### src/rtl/mc_ctrl_fsm_pkg.sv
// Shared encodings for the multi-cycle MIPS control unit: ALUOp, opcode/funct,
// datapath select values, FSM states and decoder instruction classes.
package mc_ctrl_fsm_pkg;

    localparam logic [1:0] ALUOP_ADDU = 2'b00;
    localparam logic [1:0] ALUOP_SUBU = 2'b01;

    localparam logic [5:0] OP_RTYPE = 6'b000000;
    localparam logic [5:0] OP_LW    = 6'b100011;
    localparam logic [5:0] OP_SW    = 6'b101011;
    localparam logic [5:0] OP_ADDIU = 6'b001001;
    localparam logic [5:0] OP_BEQ   = 6'b000100;
    localparam logic [5:0] OP_J     = 6'b000010;

    localparam logic [5:0] FN_ADDU = 6'b100001;
    localparam logic [5:0] FN_SUBU = 6'b100011;

    localparam logic [1:0] ALUSRCB_B      = 2'b00;
    localparam logic [1:0] ALUSRCB_FOUR   = 2'b01;
    localparam logic [1:0] ALUSRCB_IMM    = 2'b10;
    localparam logic [1:0] ALUSRCB_IMM_SH = 2'b11;

    localparam logic [1:0] PCSRC_ALU    = 2'b00;
    localparam logic [1:0] PCSRC_ALUOUT = 2'b01;
    localparam logic [1:0] PCSRC_JUMP   = 2'b10;

    localparam logic MEMTOREG_ALU = 1'b0;
    localparam logic MEMTOREG_MDR = 1'b1;

    typedef enum logic [3:0] {
        ST_FETCH    = 4'd0,
        ST_DECODE   = 4'd1,
        ST_EXEC     = 4'd2,
        ST_RTYPE_WB = 4'd3,
        ST_MEMADR   = 4'd4,
        ST_MEMRD    = 4'd5,
        ST_MEMWB    = 4'd6,
        ST_MEMWR    = 4'd7,
        ST_ADDI_EX  = 4'd8,
        ST_ADDI_WB  = 4'd9,
        ST_BRANCH   = 4'd10,
        ST_JUMP     = 4'd11,
        ST_HALT     = 4'd12
    } state_t;

    typedef enum logic [2:0] {
        CLS_RTYPE   = 3'd0,
        CLS_MEM     = 3'd1,
        CLS_ADDI    = 3'd2,
        CLS_BRANCH  = 3'd3,
        CLS_JUMP    = 3'd4,
        CLS_ILLEGAL = 3'd5
    } dec_class_t;

endpackage

### src/rtl/mc_ctrl_fsm_decode.sv
// Combinational instruction decoder: opcode/funct to instruction class,
// load/store select and the ALUOp used in the R-type EXEC state.
module mc_ctrl_fsm_decode
    import mc_ctrl_fsm_pkg::*;
(
    input  logic [5:0] i_opcode,
    input  logic [5:0] i_funct,
    output dec_class_t o_class,
    output logic       o_is_store,
    output logic [1:0] o_exec_alu_op
);

    always_comb begin
        o_class    = CLS_ILLEGAL;
        o_is_store = 1'b0;
        case (i_opcode)
            OP_RTYPE: o_class = CLS_RTYPE;
            OP_LW:    o_class = CLS_MEM;
            OP_SW: begin
                o_class    = CLS_MEM;
                o_is_store = 1'b1;
            end
            OP_ADDIU: o_class = CLS_ADDI;
            OP_BEQ:   o_class = CLS_BRANCH;
            OP_J:     o_class = CLS_JUMP;
            default:  o_class = CLS_ILLEGAL;
        endcase
    end

    // Only subu selects subtraction; addu and any other funct add.
    assign o_exec_alu_op = (i_funct == FN_SUBU) ? ALUOP_SUBU : ALUOP_ADDU;

endmodule

### src/rtl/mc_ctrl_fsm.sv
// Multi-cycle MIPS control FSM. Define MC_CTRL_ILLEGAL_TRAP_EN to trap
// unsupported opcodes into HALT (with illegal_op); otherwise they act as NOPs.
module mc_ctrl_fsm
    import mc_ctrl_fsm_pkg::*;
#(
    parameter int FETCH_WAIT_MAX = 0
) (
    input  logic       clk,
    input  logic       rst,
    input  logic [5:0] opcode,
    input  logic [5:0] funct,
    input  logic       zero,
    input  logic       mem_ready,
    output logic       pc_write,
    output logic       i_or_d,
    output logic       mem_read,
    output logic       mem_write,
    output logic       ir_write,
    output logic       reg_write,
    output logic       reg_dst,
    output logic       mem_to_reg,
    output logic       alu_src_a,
    output logic [1:0] alu_src_b,
    output logic [1:0] alu_op,
    output logic [1:0] pc_source,
    output logic       instr_done,
    output logic       timeout,
    output state_t     dbg_state
`ifdef MC_CTRL_ILLEGAL_TRAP_EN
    ,
    output logic       illegal_op
`endif
);

    localparam int CW = (FETCH_WAIT_MAX < 2) ? 1 : $clog2(FETCH_WAIT_MAX + 1);
    localparam logic [CW-1:0] CNT_MAX = '1;

    state_t     r_state;
    logic [CW-1:0] r_wait_cnt;
    logic       r_timeout;
    dec_class_t w_class;
    logic       w_is_store;
    logic [1:0] w_exec_alu_op;
    logic       w_waiting;

    mc_ctrl_fsm_decode u_decode (
        .i_opcode      (opcode),
        .i_funct       (funct),
        .o_class       (w_class),
        .o_is_store    (w_is_store),
        .o_exec_alu_op (w_exec_alu_op)
    );

    always_ff @(posedge clk) begin
        if (rst) begin
            r_state <= ST_FETCH;
        end else begin
            case (r_state)
                ST_FETCH:    if (mem_ready) r_state <= ST_DECODE;
                ST_DECODE: begin
                    case (w_class)
                        CLS_RTYPE:  r_state <= ST_EXEC;
                        CLS_MEM:    r_state <= ST_MEMADR;
                        CLS_ADDI:   r_state <= ST_ADDI_EX;
                        CLS_BRANCH: r_state <= ST_BRANCH;
                        CLS_JUMP:   r_state <= ST_JUMP;
`ifdef MC_CTRL_ILLEGAL_TRAP_EN
                        default:    r_state <= ST_HALT;
`else
                        default:    r_state <= ST_FETCH;
`endif
                    endcase
                end
                ST_EXEC:     r_state <= ST_RTYPE_WB;
                ST_MEMADR:   r_state <= w_is_store ? ST_MEMWR : ST_MEMRD;
                ST_MEMRD:    if (mem_ready) r_state <= ST_MEMWB;
                ST_MEMWR:    if (mem_ready) r_state <= ST_FETCH;
                ST_ADDI_EX:  r_state <= ST_ADDI_WB;
                ST_HALT:     r_state <= ST_HALT;
                default:     r_state <= ST_FETCH;
            endcase
        end
    end

    // Waiting states only exit on mem_ready, so clearing whenever we are not
    // stalled also covers the clear-on-state-change case.
    assign w_waiting = (r_state inside {ST_FETCH, ST_MEMRD, ST_MEMWR}) && !mem_ready;

    always_ff @(posedge clk) begin
        if (rst) begin
            r_wait_cnt <= '0;
            r_timeout  <= 1'b0;
        end else if (w_waiting) begin
            if (r_wait_cnt != CNT_MAX) r_wait_cnt <= r_wait_cnt + 1'b1;
            if ((FETCH_WAIT_MAX != 0) && (32'(r_wait_cnt) + 32'd1 >= 32'(FETCH_WAIT_MAX)))
                r_timeout <= 1'b1;
        end else begin
            r_wait_cnt <= '0;
        end
    end

    always_comb begin
        pc_write   = 1'b0;
        i_or_d     = 1'b0;
        mem_read   = 1'b0;
        mem_write  = 1'b0;
        ir_write   = 1'b0;
        reg_write  = 1'b0;
        reg_dst    = 1'b0;
        mem_to_reg = MEMTOREG_ALU;
        alu_src_a  = 1'b0;
        alu_src_b  = ALUSRCB_B;
        alu_op     = ALUOP_ADDU;
        pc_source  = PCSRC_ALU;
        instr_done = 1'b0;
        case (r_state)
            ST_FETCH: begin
                mem_read  = 1'b1;
                alu_src_b = ALUSRCB_FOUR;
                ir_write  = mem_ready;
                pc_write  = mem_ready;
            end
            ST_DECODE: begin
                alu_src_b  = ALUSRCB_IMM_SH;
`ifndef MC_CTRL_ILLEGAL_TRAP_EN
                instr_done = (w_class == CLS_ILLEGAL);
`endif
            end
            ST_EXEC: begin
                alu_src_a = 1'b1;
                alu_op    = w_exec_alu_op;
            end
            ST_RTYPE_WB: begin
                reg_write  = 1'b1;
                reg_dst    = 1'b1;
                instr_done = 1'b1;
            end
            ST_MEMADR, ST_ADDI_EX: begin
                alu_src_a = 1'b1;
                alu_src_b = ALUSRCB_IMM;
            end
            ST_MEMRD: begin
                mem_read = 1'b1;
                i_or_d   = 1'b1;
            end
            ST_MEMWB: begin
                reg_write  = 1'b1;
                mem_to_reg = MEMTOREG_MDR;
                instr_done = 1'b1;
            end
            ST_MEMWR: begin
                mem_write  = 1'b1;
                i_or_d     = 1'b1;
                instr_done = mem_ready;
            end
            ST_ADDI_WB: begin
                reg_write  = 1'b1;
                instr_done = 1'b1;
            end
            ST_BRANCH: begin
                alu_src_a  = 1'b1;
                alu_op     = ALUOP_SUBU;
                pc_source  = PCSRC_ALUOUT;
                pc_write   = zero;
                instr_done = 1'b1;
            end
            ST_JUMP: begin
                pc_source  = PCSRC_JUMP;
                pc_write   = 1'b1;
                instr_done = 1'b1;
            end
            default: ;
        endcase
        // Nothing may be written or requested while reset is held.
        if (rst) begin
            pc_write   = 1'b0;
            mem_read   = 1'b0;
            mem_write  = 1'b0;
            ir_write   = 1'b0;
            reg_write  = 1'b0;
            instr_done = 1'b0;
        end
    end

    assign timeout   = r_timeout;
    assign dbg_state = r_state;
`ifdef MC_CTRL_ILLEGAL_TRAP_EN
    assign illegal_op = (r_state == ST_HALT);
`endif

endmodule

### config.mk
export PLATFORM = sky130hd
export DESIGN_NAME = mc_ctrl_fsm
export DESIGN_NICKNAME = d
export VERILOG_FILES = /design/src/rtl/mc_ctrl_fsm_pkg.sv /design/src/rtl/mc_ctrl_fsm_decode.sv /design/src/rtl/mc_ctrl_fsm.sv
export SDC_FILE = /design/constraint.sdc
export NUM_CORES = 1
export LEC_CHECK = 0
export BUFFER_PORTS_ARGS = -buffer_cell sky130_fd_sc_hd__buf_2
export CORE_MARGIN = 2
export CORE_UTILIZATION = 45
export CTS_BUF_LIST = sky130_fd_sc_hd__clkbuf_16
export DETAILED_ROUTE_END_ITERATION = 12
export GPL_TIMING_DRIVEN = 0
export PLACE_DENSITY_LB_ADDON = 0.08
export SYNTH_ARGS = -nofsm -noshare
export SYNTH_HDL_FRONTEND = slang
export SYNTH_HIERARCHICAL = 1
export SYNTH_SLANG_ARGS = --single-unit
### constraint.sdc
create_clock -name clk -period 2.9 [get_ports clk]
set_clock_uncertainty 0.05 [all_clocks]
set_input_delay 0.87 -clock clk [delete_from_list [all_inputs] [get_ports clk]]
set_output_delay 0.87 -clock clk [all_outputs]
set_load 0.01 [all_outputs]
==> Word-level counts from Yosys, hierarchy flattened <==
Index checks and enable logic that the tools add are counted.
{ "word_totals": {"out_inout_bits": 21, "mem_count": 0, "ram_bits": 0, "register_bits": 4, "latchBits": 0, "romBits": 0} }
{ "op_classes": {"n_addsub": 0, "mul": 0, "mux": 28, "shift": 0, "n_bitwise": 0, "n_lt_le_gt_ge": 0, "n_reduce_logical": 11, "div": 0, "eq_ne": 26} }
{ "op_table": {"columns": ["operator", "n"], "rows": [
  ["one-hot mux 4 bit (8 select lines)", 1],
  ["equality test 4 bit (second input constant)", 5],
  ["one-hot mux 4 bit (5 select lines)", 1],
  ["equality test 6 bit (second input constant)", 3],
  ["equality test 4 x 3 -> 1 bit (second input constant)", 4],
  ["two-way mux 1 bit", 16],
  ["one-hot mux 3 bit (5 select lines)", 1],
  ["two-way mux 4 bit", 3],
  ["equality test 4 x 2 -> 1 bit (second input constant)", 2],
  ["one-hot mux 2 bit (2 select lines)", 2],
  ["OR reduction 2 bit", 4],
  ["equality test 3 x 2 -> 1 bit (second input constant)", 2],
  ["equality test 3 bit (second input constant)", 2],
  ["equality test 6 x 2 -> 1 bit (second input constant)", 1],
  ["equality test 6 x 3 -> 1 bit (second input constant)", 1],
  ["equality test 6 x 4 -> 1 bit (second input constant)", 1],
  ["zero test 6 bit", 1],
  ["!= test 2 bit (second input constant)", 3],
  ["one-hot mux 1 bit (3 select lines)", 2],
  ["one-hot mux 2 bit (3 select lines)", 1],
  ["OR reduction 5 bit", 1],
  ["equality test 4 x 1 -> 1 bit (second input constant)", 1],
  ["zero test 4 bit", 1],
  ["OR reduction 4 bit", 1],
  ["5 further kinds", 5]
]} }

==> Depth between registers and ports, before layout <==
{ "logic_depth": {"word_depth": 6, "depth_mapped": 7, "ltp_nobuf": 7} }

==> Hierarchy <==
The synthesis kept the hierarchy.
{ "by_module_without_submodules": {"columns": ["module", "area_each_um2", "cells_per_inst", "instances"], "rows": [
  ["mc_ctrl_fsm", 504.2, 81, 1],
  ["mc_ctrl_fsm_decode", 112.6, 19, 1]
]} }

==> Worst setup path after synthesis <==
OpenSTA, ideal clock, no wires.
{ "synth_path": {"path_kind": "input port to output port", "start": "input opcode[3]", "end": "output instr_done", "t_arrival_ps": 1721, "path_stages": 6, "path_buffers": 0, "slack_ps": 259, "cell_sequence": "nand2_1 nor2_1 o21ai_0 nor3b_1 a32oi_1 nor2_1"} }
{ "synth_via": {"elab_chain_cells": 6, "word_cells_on_any_way": 11, "cone_classes": "6 x eq/ne; 3 x mux; 2 x reduce/logical"} }
{ "synth_rtl": {"columns": ["element", "line", "text"], "rows": [
  ["start: declaration", "mc_ctrl_fsm.sv:10", "input logic [5:0] opcode,"],
  ["equality test 6 bit", "mc_ctrl_fsm_decode.sv:16", "case (i_opcode)"],
  ["OR reduction 2 bit (no line)", null, null],
  ["one-hot mux 3 bit (5 select lines) *", "mc_ctrl_fsm_decode.sv:16", null],
  ["via w_class[0]", "mc_ctrl_fsm.sv:41", "dec_class_t w_class;"],
  ["equality test 3 bit *", "mc_ctrl_fsm.sv:126", "instr_done = (w_class == CLS_ILLEGAL);"],
  ["one-hot mux 1 bit (3 select lines) *", "mc_ctrl_fsm.sv:116", "case (r_state)"],
  ["two-way mux 1 bit *", "mc_ctrl_fsm.sv:175", "if (rst) begin"],
  ["end: declaration", "mc_ctrl_fsm.sv:26", "output logic instr_done,"]
]} }
The timed path passes the listed nets; every way through them passes the cells marked *.

==> Worst setup path in the final report <==
{ "layout_path": {"start": "input opcode[2]", "end": "output instr_done"} }
The elaborated chain is that of the path after synthesis.

==> metrics.md <==
| Metric | Value |
|---|---|
| Run status | `complete, no violations` |
| Area fraction of the dominant cell type after synthesis | `13.0%` |
| Clock sink count | `4` |
| Count of final hold-check violations | `0` |
| Minimum clock period | `2.84 ns` |
| Arrival time worst endpoint | `1.92 ns` |
| Number of DRC markers in iteration 0 | `44` |
| Post-route non-filler standard cell count | `156` |
| Setup violations, final | `0` |
| Row count | `13` |
| Routed wire length | `2000 µm` |
| Cell Area, Synth | `617 µm²` |
| Category of the most critical setup path | `in -> out` |
| Crit path buf inv count | `3` |
| Total routing usage reported by global routing | `26.1%` |
| Metal-1 WL | `805 µm` |
| Max_cap viols | `0` |
| Area of the placeable core | `1280 µm²` |
| Unique cell type count in the Yosys netlist | `38` |
| Routed met3 length | `126 µm` |
| Total power per unit cell area | `377 nW/µm²` |
| Antenna-violating nets left | `0` |
| Layout Area Growth over Synthesis | `59.2%` |
| Most instantiated flip-flop cell in the synthesis netlist | `dfxtp_1` |
| Worst setup slack for register-to-register paths | `1.05 ns` |
| Wire length of the first global-routing pass | `2820 µm` |
| Die Area | `1680 µm²` |
| Tot Pwr | `370 µW` |
| Worst setup slack before clock tree synthesis | `-0.0805 ns` |
| CP Launch Type | `primary input` |
| Fraction of final layout cells with drive strength greater than 1 | `39.0%` |
| Maximum vdd ir drop | `0.000318 V` |
| Static leakage | `0.000477 µW` |
| Buffers from clock root to sink, at most | `2` |
| Fin. max-slew vios | `0` |
| Utilization of the core after routing | `76.4%` |
| Y dimension of the die | `41.0 µm` |
| Final net count | `159` |
| Average routed wire per standard cell | `12.8 µm` |
| Starting Density | `48.0%` |
| Antenna fix cells | `0` |
| Sequential-to-total area share from yosys stat | `13.0%` |
| Cell Count Post-Placement | `148` |
| Setup total negative slack | `0 ns` |
| Clk slew on worst S/H paths | `0.03 ns` |
| Gate count after technology mapping | `100` |
| Synthesized net count | `116` |
| Routability congestion estimate from global placement | `0.820` |
| H-tree Lvls | `1` |
| Required time of the worst setup path | `1.98 ns` |
| RSZ-0062 raised after global routing | `true` |
| Maximum cell stage delay along the critical path | `0.22 ns` |
| Num ports | `37` |
| Maximum clock frequency | `352 MHz` |
| Root Driver | `clkbuf_16` |
| CTS tree | `built` |
| Die extent in x | `41.0 µm` |
| Final-layout fill cell count | `109` |
| Met2 routed wirelength | `1020 µm` |
| Initial DRT Pass Iterations | `4` |
| Fraction of registers with async set or reset after synthesis | `0%` |
| Residual DRC | `0` |
| Crit. End Element | `output port` |
| Worst-case setup margin in the final layout | `0.0585 ns` |
| HPWL Detailed | `1370 µm` |
| Largest net degree at the start of global routing | `11` |
| Number of input and output port buffers inserted | `33` |
| Aggregate global routing overflow | `0` |
| Syn avg cell area | `6.17 µm²` |
| Ratio of final minimum period to clock period | `98.0%` |
| Number of flip-flops under the largest register name | `4` |
| HP Class | `reg -> reg` |
| Count of state elements after synthesis | `4` |
| Main area contributors after synthesis | `dfxtp_1 13%, nor2_1 12%, a21oi_1 6.5%` |
| Number of enable flip-flop cells after synthesis | `0` |
| Insertion delay to the later sink of the worst-skew pair | `0.23 ns` |
| Number of antenna violations at the first check in global routing | `0` |
| Master of the slowest instance on the critical path | `and2b_2` |
| Number of global-route vias before repair | `706` |
| TritonCTS Buffers | `3` |
| Number of vias per cell | `5.60` |
| Via count | `873` |
| Highest fanout seen on the critical path | `3` |
| Synth Warn # | `6` |
| Worst-path cell chain | `buf_8 -> buf_6 -> and2b_2 -> nand3_2 -> a21o_1 -> a32oi_1 -> nor2_1 -> buf_2` |
| Synth area leader | `dfxtp_1` |
| Highest metal used | `met4` |
| Family of cells with the greatest summed delay on the critical path | `simple AND/OR/NAND/NOR gates` |
metrics by stage:
step | instance area (µm²) | hold WS, ns
2_1_floorplan | 617 | 0.623
3_3_place_gp | 801 | 0.653
3_5_place_dp | 801 | 0.660
4_1_cts | 920 | 0.678
5_1_grt | 982 | 0.720
6_report | 982 | 0.680
layer usage:
| metal | global-route usage [%] | vias up |
|---|---|---|
| li1 | - | 432 |
| met1 | 27.5 | 402 |
| met2 | 45.7 | 33 |
| met3 | 8.70 | 6 |
| met4 | 12.5 | 0 |
| met5 | 0 | - |
worst min-delay path, cell delays in order (launching register included):
cell,delay (ns)
dfxtp_1,0.34
nor2b_1,0.16
nand2b_1,0.12
a21oi_2,0.07
report_power, final:
group	leakage [µW]	internal, µW	switching, µW
combinational	0.000408	44.7	47.5
sequential	0.0000325	57.2	2.38
clock	0.0000370	176	42.0
total	0.000477	278	91.9
cells by family after synthesis:
group / after synthesis / synth area share (%)
flip-flops: 4 / 13.0
other: 2 / 1.22
buffers and inverters: 11 / 7.91
AO/OA/AOI/OAI: 28 / 30.0
XOR/XNOR: 1 / 1.42
AND/OR/NAND/NOR: 54 / 46.5
what timing repair did:
item | 4_1_cts | 5_1_grt
pin swaps | 4 | 5
hold buffers | 0 | 0
buffers inserted | 2 | 3
gates resized for setup | 7 | 10
endpoints found under the setup margin | 1 | 1
final cells by class:
cell class / instances / area (µm²) / share of cell area, %
buffer: 7 / 33.8 / 3.44
sequential: 4 / 80.1 / 8.15
multi-input combinational: 85 / 527 / 53.6
tap: 15 / 18.8 / 1.91
inverter: 4 / 15.0 / 1.53
timing repair buffer: 38 / 233 / 23.7
clock buffer: 3 / 75.1 / 7.64
cells in the final DEF, fill, tap and decap left out, types with 2 or more instances in the layout:
master	Yosys	routed
a21o_1	4	4
a21oi_1	8	7
a21oi_2	1	2
buf_2	0	30
buf_4	2	6
buf_6	0	2
buf_8	0	2
clkbuf_1	4	4
clkbuf_16	0	3
conb_1	2	2
dfxtp_1	4	4
inv_1	4	4
nand2_1	5	5
nand2b_1	5	5
nor2_1	20	19
nor2b_1	3	3
nor3_1	8	7
o21ai_0	4	3
or2_2	2	2
synthesized netlist by cell type (all sizes together) (2+ instances only):
| library cell | count |
|---|---|
| nor2 | 20 |
| a21oi | 9 |
| nor3 | 8 |
| nand2 | 5 |
| nand2b | 5 |
| o21ai | 5 |
| a21o | 4 |
| clkbuf | 4 |
| dfxtp | 4 |
| inv | 4 |
| buf | 3 |
| nor2b | 3 |
| conb | 2 |
| nand3 | 2 |
| or2 | 2 |
final timing paths:
kind | startpoint | to | cells past startpoint
worst min-delay path | dbg_state[0] | dbg_state[0] | 3
worst max register to register | dbg_state[3] | dbg_state[0] | 4
worst max-delay path | opcode[2] | instr_done | 8
worst min register to register | dbg_state[0] | dbg_state[0] | 3
Power figures use the tool's default switching activity.
